<file path="src/rtl/fir_xifu_scoreboard.sv">
`default_nettype none
// ============================================================================
// Module      : fir_xifu_scoreboard
// Description : In-flight instruction table and issue gate for the FIR XIFU
//               coprocessor (hazard/duplicate/full stalls, commit tracking).
// Revision    : 1.0 - initial release
// ============================================================================
module fir_xifu_scoreboard #(
    parameter  int NB_REGS = 4,
    parameter  int DEPTH   = 4,
    parameter  int ID_W    = 4,
    localparam int CNT_W   = $clog2(DEPTH + 1)
) (
    input  logic               clk_i,
    input  logic               rst_ni,
    input  logic               clear_i,
    input  logic               issue_valid_i,
    input  logic [ID_W-1:0]    issue_id_i,
    input  logic [NB_REGS-1:0] issue_rs_mask_i,
    input  logic [NB_REGS-1:0] issue_rd_mask_i,
    output logic               issue_ready_o,
    input  logic               commit_valid_i,
    input  logic [ID_W-1:0]    commit_id_i,
    input  logic               commit_kill_i,
    input  logic               retire_valid_i,
    input  logic [ID_W-1:0]    retire_id_i,
    input  logic [ID_W-1:0]    wb_query_id_i,
    output logic               wb_found_o,
    output logic               wb_committed_o,
    output logic [CNT_W-1:0]   count_o,
    output logic               busy_o,
    output logic               err_o
);

    logic [DEPTH-1:0]   r_valid;
    logic [DEPTH-1:0]   r_committed;
    logic [ID_W-1:0]    r_id [DEPTH];
    logic [NB_REGS-1:0] r_rd [DEPTH];
    logic               r_err;

    logic [NB_REGS-1:0] w_pend;
    logic [CNT_W-1:0]   w_count;
    logic [DEPTH-1:0]   w_alloc_oh;
    logic               w_taken;
    logic               w_dup;
    logic               w_found;
    logic               w_wb_comm;
    logic               w_ret_hit;
    logic               w_ret_bad;
    logic               w_full;
    logic               w_fire;
    logic               w_commit;
    logic               w_kill;
    logic               w_new_killed;
    logic               w_new_committed;

    assign w_commit        = commit_valid_i & ~commit_kill_i;
    assign w_kill          = commit_valid_i &  commit_kill_i;
    assign w_new_killed    = w_kill   & (commit_id_i == issue_id_i);
    assign w_new_committed = w_commit & (commit_id_i == issue_id_i);

    always_comb begin
        w_pend     = '0;
        w_count    = '0;
        w_dup      = 1'b0;
        w_found    = 1'b0;
        w_wb_comm  = 1'b0;
        w_ret_hit  = 1'b0;
        w_ret_bad  = 1'b0;
        w_alloc_oh = '0;
        w_taken    = 1'b0;
        for (int i = 0; i < DEPTH; i++) begin
            if (r_valid[i]) begin
                w_pend  = w_pend | r_rd[i];
                w_count = w_count + CNT_W'(1);
                if (r_id[i] == issue_id_i)
                    w_dup = 1'b1;
                if (r_id[i] == wb_query_id_i) begin
                    w_found   = 1'b1;
                    w_wb_comm = r_committed[i];
                end
                if (r_id[i] == retire_id_i) begin
                    w_ret_hit = 1'b1;
                    // A commit arriving alongside the retire makes it legal.
                    if (!r_committed[i] && !(w_commit && commit_id_i == retire_id_i))
                        w_ret_bad = 1'b1;
                end
            end else if (!w_taken) begin
                w_alloc_oh[i] = 1'b1;
                w_taken       = 1'b1;
            end
        end
    end

    assign w_full        = (w_count == CNT_W'(DEPTH));
    assign issue_ready_o = ~w_full & ~w_dup &
                           (((issue_rs_mask_i | issue_rd_mask_i) & w_pend) == '0);
    assign w_fire        = issue_valid_i & issue_ready_o;

    always_ff @(posedge clk_i or negedge rst_ni) begin
        if (!rst_ni) begin
            r_valid     <= '0;
            r_committed <= '0;
            r_err       <= 1'b0;
            for (int i = 0; i < DEPTH; i++) begin
                r_id[i] <= '0;
                r_rd[i] <= '0;
            end
        end else if (clear_i) begin
            r_valid <= '0;
        end else begin
            if (retire_valid_i && (!w_ret_hit || w_ret_bad))
                r_err <= 1'b1;
            for (int i = 0; i < DEPTH; i++) begin
                if (r_valid[i]) begin
                    if ((w_kill && r_id[i] == commit_id_i) ||
                        (retire_valid_i && r_id[i] == retire_id_i))
                        r_valid[i] <= 1'b0;
                    else if (w_commit && r_id[i] == commit_id_i)
                        r_committed[i] <= 1'b1;
                end else if (w_fire && w_alloc_oh[i] && !w_new_killed) begin
                    r_valid[i]     <= 1'b1;
                    r_id[i]        <= issue_id_i;
                    r_rd[i]        <= issue_rd_mask_i;
                    r_committed[i] <= w_new_committed;
                end
            end
        end
    end

    assign count_o        = w_count;
    assign busy_o         = (w_count != '0);
    assign err_o          = r_err;
    assign wb_found_o     = w_found;
    assign wb_committed_o = w_wb_comm;

endmodule
`default_nettype wire

</file>
<file path="config.mk">
export PLATFORM = sky130hd
export DESIGN_NAME = fir_xifu_scoreboard
export DESIGN_NICKNAME = d
export VERILOG_FILES = /design/src/rtl/fir_xifu_scoreboard.sv
export SDC_FILE = /design/constraint.sdc
export NUM_CORES = 1
export LEC_CHECK = 0
export BUFFER_PORTS_ARGS = -buffer_cell sky130_fd_sc_hd__buf_2
export CAP_MARGIN = 10
export CORE_ASPECT_RATIO = 1.4
export CORE_MARGIN = 1
export CORE_UTILIZATION = 44
export DETAILED_ROUTE_END_ITERATION = 16
export PLACE_DENSITY = 0.65
export SLEW_MARGIN = 25
export SYNTH_ARGS = -nofsm -noshare
export SYNTH_HDL_FRONTEND = slang
export SYNTH_SLANG_ARGS = --single-unit
</file>
<file path="constraint.sdc">
create_clock -name clk_i -period 3.6 [get_ports clk_i]
set_clock_uncertainty 0.05 [all_clocks]
set_input_delay 0.18 -clock clk_i [delete_from_list [all_inputs] [get_ports clk_i]]
set_output_delay 0.18 -clock clk_i [all_outputs]
set_load 0.03 [all_outputs]
</file>
==> impl_metrics.env <==
export IMPL_status="finished, final reports clean"
export IMPL_ys_seq_area_share_pct=33.1
export IMPL_multiInputGateArea_um2=1830
export IMPL_maxSlewViolCount=0
export IMPL_cts_resized=0
export IMPL_yosys_area_share_simple_pct=13.2
export IMPL_antenna_cells=0
export IMPL_grt_max_degree=42
export IMPL_use_met2_pct=39.5
export IMPL_wl_mm=7.20
export IMPL_critical_path_max_stage_delay_ps=810
export IMPL_clock_root_buffer="clkbuf_8"
export IMPL_busiest_layer="met2"
export IMPL_synth_cell_types=43
export IMPL_grt_pass1_wl_mm=11.9
export IMPL_nNetsFinal=363
export IMPL_arrival_ps=3530
export IMPL_synth_seq_cells=41
export IMPL_power_density_nw_per_um2=547
export IMPL_use_met1_pct=24.3
export IMPL_ys_flop_type="dfrtp_1"
export IMPL_rsz0062_at_grt="no"
export IMPL_crit_path_cell_trace="inv_1 -> ha_1 -> xor2_1 -> ha_1 -> inv_1 -> a311o_1 -> nand3_1 -> nand4_4 -> or4_1 -> mux2_4"
export IMPL_crit_type="reg -> reg"
export IMPL_place_hpwl_mm=5.51
export IMPL_synth_edf_count=0
export IMPL_hold_path_class="in -> reg"
export IMPL_async_reset_ff_share_pct=100
export IMPL_grt_ovfl_total=0
export IMPL_startpoint="r_valid[1]$_DFF_PN0_"
export IMPL_clock_latency_ps=310
export IMPL_path_clk_slew_ps=90
export IMPL_synth_xor_area_share_pct=21.2
export IMPL_avgSynthCellArea_um2=9.95
export IMPL_initial_core_util_pct=46.2
export IMPL_hold_start="issue_rd_mask_i[1]"
export IMPL_core_um2=6700
export IMPL_numCtsBuffers=5
export IMPL_critPathRequiredTime_ps=3750
export IMPL_die_area_um2=7380
export IMPL_cp_max_fo=9
export IMPL_via_per_inst=5.45
export IMPL_max_freq_mhz=296
export IMPL_cp_buffers_inverters=2
export IMPL_fin_tns_setup_ps=0
export IMPL_drive_gt1_share_pct=27.4
export IMPL_place_congestion=0.910
export IMPL_grt_pass1_vias=2375
export IMPL_antenna_found_initial=0
export IMPL_worstMarginPinSlew_ps=580
export IMPL_use_met3_pct=3.78
export IMPL_synth_compound_area_share_pct=8.41
export IMPL_netlist_area_um2=3100
export IMPL_io_pin_count=39
export IMPL_synthTopCellsByArea="dfrtp_1 (33%), xor2_1 (11%), xnor2_1 (9.9%), mux2_2 (8.7%), mux2_4 (3.9%)"
export IMPL_grt_use_total_pct=21.7
export IMPL_worst_path_max_delay_cell="or4_1"
export IMPL_post_synth_top_area_cell="dfrtp_1"
export IMPL_finalCriticalPeriod_ps=3380
export IMPL_clock_sinks=41
export IMPL_setup_viol=0
export IMPL_hold_viol=0
export IMPL_finalPower_uw=1830
export IMPL_cp_top_family="simple AND/OR/NAND/NOR gates"
export IMPL_yosys_warnings=0
export IMPL_crit_path_start_kind="flop"
export IMPL_seq_area_um2=1030
export IMPL_fp_dieW_um=72.9
export IMPL_vdd_drop_max_mv=0.286
export IMPL_synth_top_family_by_area="XOR/XNOR gates"
export IMPL_fillerInstances=635
export IMPL_synth_adder_area_share_pct=2.02
export IMPL_ant_nets=0
export IMPL_cts_max_path_buffers=2
export IMPL_synthMuxAreaShare_pct=14.2
export IMPL_drt_initial_drc_count=96
export IMPL_syn_to_final_growth_pct=8.16
export IMPL_dr_pass1_iters=4
export IMPL_ctsHtreeMaxLevel=2
export IMPL_slew_headroom_pct=61.1
export IMPL_die_h_um=101
export IMPL_placementRows=35
export IMPL_final_cell_mix="dfrtp_1 (41), xor2_1 (40), buf_2 (37), xnor2_1 (35), mux2_2 (24)"
export IMPL_via_count=2288
export IMPL_portBuffers=38
export IMPL_fin_crit_sh_pct=94.0
export IMPL_wl_per_cell_um=17.2
export IMPL_final_common_cell="dfrtp_1"
export IMPL_crit_path_end_kind="flop"
export IMPL_mappedNetlistNets=347
export IMPL_syn_inst=311
export IMPL_synth_top_cell_area_share_pct=33.1
export IMPL_cts_tree="built"
export IMPL_timing_rr_start="r_valid[1]$_DFF_PN0_"
export IMPL_maxCapViolCount=0
export IMPL_cellLeakagePower_uw=0.00147
export IMPL_drcViolationCount=0
worst reg2reg max path, cell delays in order, from the launching register on:
cell and delay [ps]:
dfrtp_1 380, inv_1 150, ha_1 310, xor2_1 200, ha_1 300, inv_1 50
a311o_1 330, nand3_1 130, nand4_4 150, or4_1 810, mux2_4 400
final timing paths:
kind                       slack, ps  depth (start not counted)             endpoint
min in group asynchronous        350                          2  r_id[1]$_DFFE_PN0P_
max reg2reg                      220                         10  r_id[2]$_DFFE_PN0P_
max                              220                         10  r_id[2]$_DFFE_PN0P_
max in group asynchronous       2780                          2    err_o$_DFFE_PN0P_
min                              110                          2  r_rd[1]$_DFFE_PN0P_
min reg2reg                      470                          1  r_rd[6]$_DFFE_PN0P_
flip-flops by register name, indices dropped and copies added (netlist names):
signal       flops
r_committed      4
r_valid          4
err_o            1
r_id            16
r_rd            16
where the power goes:
group / total (uW) / internal (uW) / switching [uW]
logic: 754 / 377 / 376
clock network: 328 / 140 / 187
registers: 751 / 586 / 165
cell usage after synthesis, types with 2 or more instances:
cell type	count
clkbuf_2	8
nor4_1	6
nor3_1	12
nand3b_1	3
mux2_2	24
xnor2_1	35
a22oi_1	7
a41oi_1	2
clkbuf_1	6
nand4_1	5
o21ai_0	5
inv_1	8
buf_6	4
dfrtp_1	41
buf_4	4
a31oi_1	2
o22ai_1	2
xor2_1	40
buf_2	14
a21oi_1	14
nand2b_1	3
or3_1	2
nor2_1	6
mux2i_1	5
nand3_1	9
nor4_4	2
ha_1	5
mux2_4	8
nand2_1	13
or4_1	3
stage by stage:
| stage | hold WS (ps) | instance area, um^2 | cells | utilization [%] | worst slack [ps] |
|---|---|---|---|---|---|
| 2_1_floorplan | -166 | 3100 | 311 | - | 419 |
| 3_3_place_gp | 319 | 3240 | 411 | 48.4 | 331 |
| 3_5_place_dp | 327 | 3240 | 411 | 48.4 | 240 |
| 4_1_cts | 103 | 3350 | 420 | 49.9 | 227 |
| 5_1_grt | 118 | 3350 | 420 | 50.0 | 72.2 |
| 6_report | 110 | 3350 | 420 | 50.0 | 216 |
layer usage:
metal / part of all wire [%] / up-vias / routed length (um)
met5: 0 / - / 0
met1: 40 / 1116 / 2890
met2: 53 / 53 / 3790
met3: 4.1 / 20 / 298
met4: 3.1 / 0 / 226
li1: - / 1099 / -
cells by family after synthesis:
kind of cell	after synthesis
muxes	37
xor gates and xnor gates	75
buffers and inverters	45
AOI/OAI and AO/OA	40
DFF	41
adders and majority gates	5
and+or+nand+nor	68
layout make-up:
class	count	share of cell area, %
clock inverter	3	0.747
timing repair buffer	46	7.62
inverter	8	0.897
multi-input combinational	225	54.6
sequential	41	30.6
clock buffer	5	2.06
tap	92	3.44
timing repair:
item / CTS / global route
buffers inserted: 0 / 0
hold buffers: 1 / 0
endpoints found under the hold margin: 40 / 0
Power figures use the tool's default switching activity.
